## config.mk

```make
export PLATFORM = sky130hd
export DESIGN_NAME = fetch_unit
export DESIGN_NICKNAME = d
export VERILOG_FILES = /design/src/rtl/fetch_unit.sv
export SDC_FILE = /design/constraint.sdc
export NUM_CORES = 1
export LEC_CHECK = 0
export CAP_MARGIN = 10
export CORE_ASPECT_RATIO = 0.9
export CORE_MARGIN = 10
export CORE_UTILIZATION = 47
export DETAILED_ROUTE_END_ITERATION = 7
export PLACE_DENSITY = 0.77
export SYNTH_ARGS = -nofsm -noshare
export SYNTH_HDL_FRONTEND = slang
export SYNTH_SLANG_ARGS = --single-unit
```

## constraint.sdc

```tcl
create_clock -name CLK -period 2.6 [get_ports CLK]
set_input_delay 0.52 -clock CLK [delete_from_list [all_inputs] [get_ports CLK]]
set_output_delay 0.52 -clock CLK [all_outputs]
set_load 0.03 [all_outputs]
```

## src/rtl/fetch_unit.sv

```systemverilog
// Instruction fetch front end: one-word output register plus one-word skid buffer.
// Latency 1 cycle from ihit to valid; a stalled output parks the returning word in HOLD.
module fetch_unit #(
  parameter logic [31:0] RESET_PC = 32'h0000_0000
) (
  input  logic        CLK,
  input  logic        RST,
  input  logic [31:0] pc_addr,
  output logic        pcenable,
  output logic        imemREN,
  output logic [31:0] imemaddr,
  input  logic        ihit,
  input  logic [31:0] imemload,
  input  logic        stall,
  input  logic        flush,
  output logic [31:0] instr,
  output logic [31:0] instr_pc,
  output logic [31:0] npc,
  output logic        valid,
  output logic [31:0] fetch_count
);

  typedef enum logic {FETCH = 1'b0, HOLD = 1'b1} state_t;

  typedef struct packed {
    logic [31:0] word;
    logic [31:0] pc;
  } slot_t;

  state_t      state_q, state_d;
  slot_t       out_q, out_d;
  slot_t       skid_q, skid_d;
  logic        valid_q, valid_d;
  logic [31:0] count_q, count_d;
  logic        out_free;

  always_ff @(posedge CLK) begin
    if (RST) begin
      state_q <= FETCH;
      out_q   <= '{word: 32'h0, pc: RESET_PC};
      skid_q  <= '0;
      valid_q <= 1'b0;
      count_q <= 32'h0;
    end else begin
      state_q <= state_d;
      out_q   <= out_d;
      skid_q  <= skid_d;
      valid_q <= valid_d;
      count_q <= count_d;
    end
  end

  assign out_free = !valid_q || !stall;

  always_comb begin
    state_d = state_q;
    out_d   = out_q;
    skid_d  = skid_q;
    valid_d = valid_q;
    count_d = count_q;
    if (flush) begin
      // Redirect: anything in flight or parked belongs to the wrong path.
      state_d = FETCH;
      valid_d = 1'b0;
      skid_d  = '0;
    end else begin
      case (state_q)
        FETCH: begin
          if (ihit) begin
            if (out_free) begin
              out_d   = '{word: imemload, pc: pc_addr};
              valid_d = 1'b1;
              count_d = count_q + 32'd1;
            end else begin
              skid_d  = '{word: imemload, pc: pc_addr};
              state_d = HOLD;
            end
          end else if (valid_q && !stall) begin
            valid_d = 1'b0;
          end
        end
        HOLD: begin
          if (!stall) begin
            out_d   = skid_q;
            valid_d = 1'b1;
            skid_d  = '0;
            count_d = count_q + 32'd1;
            state_d = FETCH;
          end
        end
        default: state_d = FETCH;
      endcase
    end
  end

  assign pcenable    = !RST && (((state_q == FETCH) && ihit) || flush);
  assign imemREN     = !RST && !flush && (state_q == FETCH);
  assign imemaddr    = pc_addr;
  assign instr       = out_q.word;
  assign instr_pc    = out_q.pc;
  assign npc         = out_q.pc + 32'd4;
  assign valid       = valid_q;
  assign fetch_count = count_q;

endmodule

```

==> summary.txt, run 1 <==
share of post-route cells with drive strength above 1 -> 12.1%
power per cell area -> 584 nW/um2
RSZ-0062 raised after global routing -> yes
worst setup path start -> instr_pc[7]
Synth cell types -> 34
Initial Utilization -> 47.8%
die height -> 138 um
Vias/cell -> 5.47
Final Hold Viols -> 0
Worst Hold Class -> flip-flop to flip-flop
Die Wd -> 152 um
placed insts -> 1176
# setup viols final -> 0
Layout Skew -> 0.0172 ns
Port Buffers -> 231
fin. max-slew vios -> 0
CP arrival -> 2.06 ns
TritonCTS clock tree -> done
Core Region -> 15300 um2
Hold Crit Start -> fetch_count[31]
Period Utilization, post-route -> 99.3%
status -> finished, final reports clean
Crit Path Class -> flip-flop to output port
Synth area leaders -> dfxtp_1 44%, mux2i_1 8.9%, nor2_1 7.1%
H-tree depth -> 4
Cell Rows -> 43
Required @ worst endpoint -> 2.08 ns
maximum clock rate -> 387 MHz
Worst Tran Pin Value -> 1.03 ns
Yosys top cell by area -> dfxtp_1
CTS sink cnt -> 162
largest net degree at the start of global routing -> 97
fin cells -> 1220
Area Overhead vs Synth -> 42.6%
Post-Syn Nets -> 886
DR pass1 iterations -> 5
Avg Inst Size Synth -> 8.99 um2
r2r setup slk -> 0.54 ns
root buffer cell -> clkbuf_16
Die Area -> 21000 um2
Reg clk slew, reported paths -> 0.06 ns
CP Max Fanout -> 4
Worst setup EP type -> output port
Cells after Synth -> 815
synth warn -> 0
top-level I/O count -> 232
Synth top area share -> 44.3%
Clock Tree Buf Depth -> 2
sequential area share after synthesis -> 44.3%
synthesized area -> 7320 um2
Min Clock Period, post-route -> 2.58 ns
initial antenna violation count -> 0
post-route total power -> 0.00610 W
first-pass GRT wire length -> 33.7 mm
hold_buf cts -> 0
DP Wirelength -> 14.8 mm
vias -> 6675
Total Routing Usage GR -> 19.7%
vias in the first global route -> 6202
Initial DRC Count -> 411
diode count -> 0
final WL -> 21.7 mm
DRC viols -> 0
Reg-to-Reg Start -> fetch_count[9]
gr ovfl total -> 0
nets@finish -> 1076
max_cap viols -> 0
post-route cell area -> 10400 um2
leak pwr -> 3.58 nW
worst slack, placed -> 0.131 ns
setup ws final -> 0.0185 ns
drt wl/cell -> 17.8 um
Routed Antenna Nets -> 0
Area after DPL -> 9690 um2
CP Launch Type -> flip-flop
GP Congestion -> 0.839
CTS Buf Count -> 17
maximum VDD drop -> 442 uV
#FFs+latches synth -> 162
Worst-Skew Late Latency -> 0.43 ns
relative slew slack -> 31.1%
-- worst paths after layout --
path / to / cells after the start
max: npc[23] / 5
min: fetch_count[31] / 2
max reg2reg: fetch_count[23] / 4
min reg2reg: fetch_count[31] / 2
-- area by class of cell --
cell class,count,area (um2)
fill,1257,4890
inverter,10,37.5
multi-input combinational,542,3610
clock inverter,8,103
clock buffer,24,472
tap,202,253
timing repair buffer,272,2690
sequential,162,3280
-- per-stage QoR --
stage          util (%)  TNS (ns)  hold slack, ns
2_1_floorplan         -         0           0.465
3_3_place_gp       63.2         0           0.460
3_5_place_dp       63.2         0           0.479
4_1_cts            67.5         0           0.484
5_1_grt            68.1    -0.180           0.508
6_report           68.1         0           0.480
-- state kept, by name, indices dropped and copies added (netlist names) --
name,cells
state_q,1
instr_pc,32
fetch_count,32
valid,1
skid_q,64
instr,32
-- Yosys cell counts --
library cell  number
clkbuf_1          49
nor2_1           139
or2_2              2
or4_4              1
nand3_2            1
ha_1               2
nand4_1           21
buf_2              8
and2_1             4
xnor2_1           23
inv_1             10
nor4_1             4
o21ai_0            6
or3_1              6
o31ai_1           18
a21oi_1           29
dfxtp_1          162
and4b_1            1
xor2_1            12
and3_1             4
o21ba_2            1
buf_4             34
nor3_1             4
a22oi_1           64
o21ai_2            1
a211oi_1          64
mux2i_1           65
nand3_1           22
and4_1             9
or4_1             19
buf_6              2
nand2b_1           1
nand2_1           19
buf_1              8
-- worst max-delay path, stage by stage, from the launching register on --
cell and delay (ns):
dfxtp_2 0.35, nand4_1 0.16, or4_4 0.61, nor4_4 0.16, xor2_1 0.18, buf_4 0.18
-- per-layer routing --
| layer | GRT usage (%) | routed length (um) |
|---|---|---|
| met1 | 24.4 | 9050 |
| met4 | 5.02 | 180 |
| met2 | 30.7 | 10400 |
| met5 | 0 | 0 |
| met3 | 8.29 | 2140 |
-- cells by family after synthesis --
kind of cell / Yosys count / share of synthesized area [%]
AOI/OAI and AO/OA: 183 / 17.6
xor gates and xnor gates: 35 / 4.19
adders and majority gates: 2 / 0.342
buffers and inverters: 111 / 7.77
DFF: 162 / 44.3
muxes: 65 / 8.88
and+or+nand+nor: 257 / 16.9
-- what timing repair did --
| item | CTS | global route |
|---|---|---|
| pin swaps | 5 | 5 |
| gates resized for setup | 20 | 20 |
| buffers inserted | 8 | 4 |
| setup endpoints to repair | 14 | 16 |
-- cells in the final DEF (no fill, tap or decap), types with 9 or more instances in the layout --
cell type,instances
inv_1,10
nor2_1,139
dfxtp_1,146
xnor2_1,20
clkdlybuf4s50_1,203
nand2_1,18
dfxtp_2,10
clkbuf_16,17
nand4_1,21
xor2_1,12
nand3_1,21
buf_12,9
or4_1,18
mux2i_1,65
o31ai_1,18
buf_4,46
a211oi_1,64
a21oi_1,28
a22oi_1,64
and4_1,9
-- report_power, final --
group | switching, W | internal, W | total [W]
registers | 0.0000675 | 0.00256 | 0.00263
clock network | 0.000977 | 0.00147 | 0.00244
logic | 0.000580 | 0.000444 | 0.00102
total | 0.00162 | 0.00447 | 0.00610
No activity file was read; power rests on OpenSTA's default activity.
==> inputs of run 2 (changes only) <==
--- a/config.mk
+++ b/config.mk
@@ -7,7 +7,7 @@
 export LEC_CHECK = 0
 export CAP_MARGIN = 10
 export CORE_ASPECT_RATIO = 0.9
-export CORE_MARGIN = 10
+export CORE_MARGIN = 5
 export CORE_UTILIZATION = 47
 export DETAILED_ROUTE_END_ITERATION = 7
 export PLACE_DENSITY = 0.77
==> run 2 against run 1 <==
Fmax shrank 0.62%. Via count shrank 1.1%. Combinational power is essentially flat. Critical path type unchanged. Largest power group unchanged. Register-to-register slack is essentially flat.
==> summary.txt, run 2 (synthesized netlist as in run 1, its figures left out) <==
DP Wirelength -> 13.5 mm (-9.3%)
Clock Tree Buf Depth -> 2 (unchanged)
hold_buf cts -> 0 (unchanged)
nets@finish -> 1068 (-0.74%)
Hold Crit Start -> RST
gr ovfl total -> 0 (unchanged)
TritonCTS clock tree -> done
max reg flops -> 64 (unchanged)
Die Wd -> 142 um (-6.6%)
maximum VDD drop -> 457 uV (+3.3%)
CP Launch Type -> flip-flop
commonest non-fill, non-tap cell in the layout -> clkdlybuf4s50_1
final WL -> 20.2 mm (-7.3%)
final design utilization -> 67.4% (-0.69 points)
power per cell area -> 584 nW/um2 (about the same)
share of post-route cells with drive strength above 1 -> 11.5% (-0.60 points)
Top reg by flops -> skid_q
Period Utilization, post-route -> 99.9% (+0.61 points)
Required @ worst endpoint -> 2.08 ns (about the same)
Crit Path Class -> flip-flop to output port
hold-critical path endpoint -> instr[19]
Worst-Skew Late Latency -> 0.42 ns (about the same)
vias in the first global route -> 6118 (-1.4%)
worst slack, placed -> 0.0421 ns (-0.0889 ns)
CP arrival -> 2.08 ns (+0.02 ns)
vias -> 6603 (-1.1%)
Layout Skew -> 0.00968 ns (-0.00755 ns)
Hold Path Cell Cnt -> 2 (unchanged)
root buffer cell -> clkbuf_16
Worst setup EP type -> output port
diode count -> 0 (unchanged)
Area Overhead vs Synth -> 41.2%
worst-path cell chain -> nand4_1 -> or4_4 -> nor4_4 -> xor2_1 -> buf_4
Cell Rows -> 43 (unchanged)
Core Region -> 15300 um2 (unchanged)
Reg clk slew, reported paths -> 0.06 ns (about the same)
Worst path slowest cell -> or4_4
CTS sink cnt -> 162 (unchanged)
Initial Utilization -> 47.8% (unchanged)
Vias/cell -> 5.45 (-0.43%)
Worst Tran Pin Value -> 1.01 ns (-0.0285 ns)
max_cap viols -> 0 (unchanged)
r2r setup slk -> 0.53 ns (about the same)
Routed Antenna Nets -> 0 (unchanged)
Worst path max stage delay -> 0.63 ns (+0.02 ns)
DRC viols -> 0 (unchanged)
GP Congestion -> 0.760 (-9.5%)
relative slew slack -> 33.0% (+1.9 points)
CP top delay family -> simple AND/OR/NAND/NOR gates
Final Hold Viols -> 0 (unchanged)
status -> finished, final reports clean
Reg-to-Reg Start -> fetch_count[9]
Worst Hold Class -> primary input to flip-flop
first-pass GRT wire length -> 31.8 mm (-5.7%)
setup ws final -> 0.00247 ns (-0.0160 ns)
drt wl/cell -> 16.6 um (-6.6%)
Initial DRC Count -> 404 (-1.7%)
Port Buffers -> 231 (unchanged)
# setup viols final -> 0 (unchanged)
Total Routing Usage GR -> 21.4% (+1.7 points)
worst reg2reg path depth -> 4 (unchanged)
filler instances -> 1271 (+1.1%)
CP Max Fanout -> 5 (+1)
RSZ-0062 raised after global routing -> yes
H-tree depth -> 4 (unchanged)
CP bufs+invs -> 1 (unchanged)
Min Clock Period, post-route -> 2.60 ns (+0.0160 ns)
initial antenna violation count -> 0 (unchanged)
most frequent cells in the layout -> 204 x clkdlybuf4s50_1, 145 x dfxtp_1, 139 x nor2_1
maximum clock rate -> 385 MHz (-0.62%)
Die Area -> 18200 um2 (-13%)
leak pwr -> 3.53 nW (-1.3%)
top-level I/O count -> 232 (unchanged)
die height -> 128 um (-7.2%)
largest net degree at the start of global routing -> 90 (-7.2%)
r2r endpoint -> fetch_count[27]
DR pass1 iterations -> 5 (unchanged)
CTS Buf Count -> 17 (unchanged)
fin. max-slew vios -> 0 (unchanged)
## run 2: changes by cell type in the layout (fill, tap and decap cells not counted), moves of 2 or more
cell            delta
dlymetal6s2s_1     +2
clkbuf_1           -2
dfxtp_2            -3
dlygate4sd2_1      -3
buf_12             -5
buf_4              -2
xnor2_1            +2
xnor2_2            -2
clkinvlp_4         +3
dfxtp_4            +4
buf_6              -2
## run 2: area by class of cell
cell class                 instances  area, um2  area share (%)
sequential                       162       3290            31.8
timing repair buffer             264       2570            24.9
clock inverter                    10       98.8           0.956
clock buffer                      22        475            4.60
multi-input combinational        542       3610            34.9
inverter                          10       37.5           0.363
tap                              202        253            2.44
## run 2: through the flow
| step | hold slack (ns) | std cells | TNS (ns) | area [um2] | power, W |
|---|---|---|---|---|---|
| after detailed placement | 0.478 | 1173 | 0 | 9600 | 0.00368 |
| final | 0.377 | 1212 | 0 | 10300 | 0.00603 |
| after global placement | 0.463 | 1173 | 0 | 9600 | 0.00367 |
| after floorplan | 0.465 | 815 | 0 | 7350 | 0.00324 |
| after CTS | 0.354 | 1205 | -0.148 | 10200 | 0.00609 |
| after global routing | 0.356 | 1212 | -0.269 | 10300 | 0.00628 |
## run 2: worst max-delay path by stage
stage	from	endpoint	slack [ns]	depth (start not counted)
global placement	flush	imemREN	0.04	4
floorplan	instr_pc[10]	npc[27]	0.006	4
CTS	instr_pc[7]	npc[23]	-0.09	5
finish	instr_pc[7]	npc[23]	0.002	5
detailed placement	flush	imemREN	0.04	4
global route	instr_pc[7]	npc[23]	-0.09	5
## run 2: timing repair
action	4_1_cts	5_1_grt
gates resized for setup	18	28
buffers inserted	0	7
setup endpoints to repair	15	17
pin swaps	1	11
gates cloned	0	0
## run 2: metal layers
metal | up-vias | share of wire (%) | GRT usage [%]
li1 | 3304 | - | -
met1 | 3108 | 43 | 27.4
met2 | 178 | 48 | 34.6
met3 | 13 | 8.4 | 7.10
met4 | 0 | 0.82 | 6.04
met5 | - | 0 | 0
## run 2: power by group
part	switching, W	internal, W	total (W)
combinational	0.000567	0.000430	0.000996
sequential	0.0000676	0.00256	0.00263
clock	0.00100	0.00141	0.00241
total	0.00164	0.00440	0.00603
## run 2: worst reg2reg max path, delay by kind of cell (launching register included)
family | cells | cell delay [ns]
compound gates | 1 | 0.16
flops | 1 | 0.44
simple gates | 3 | 1.39
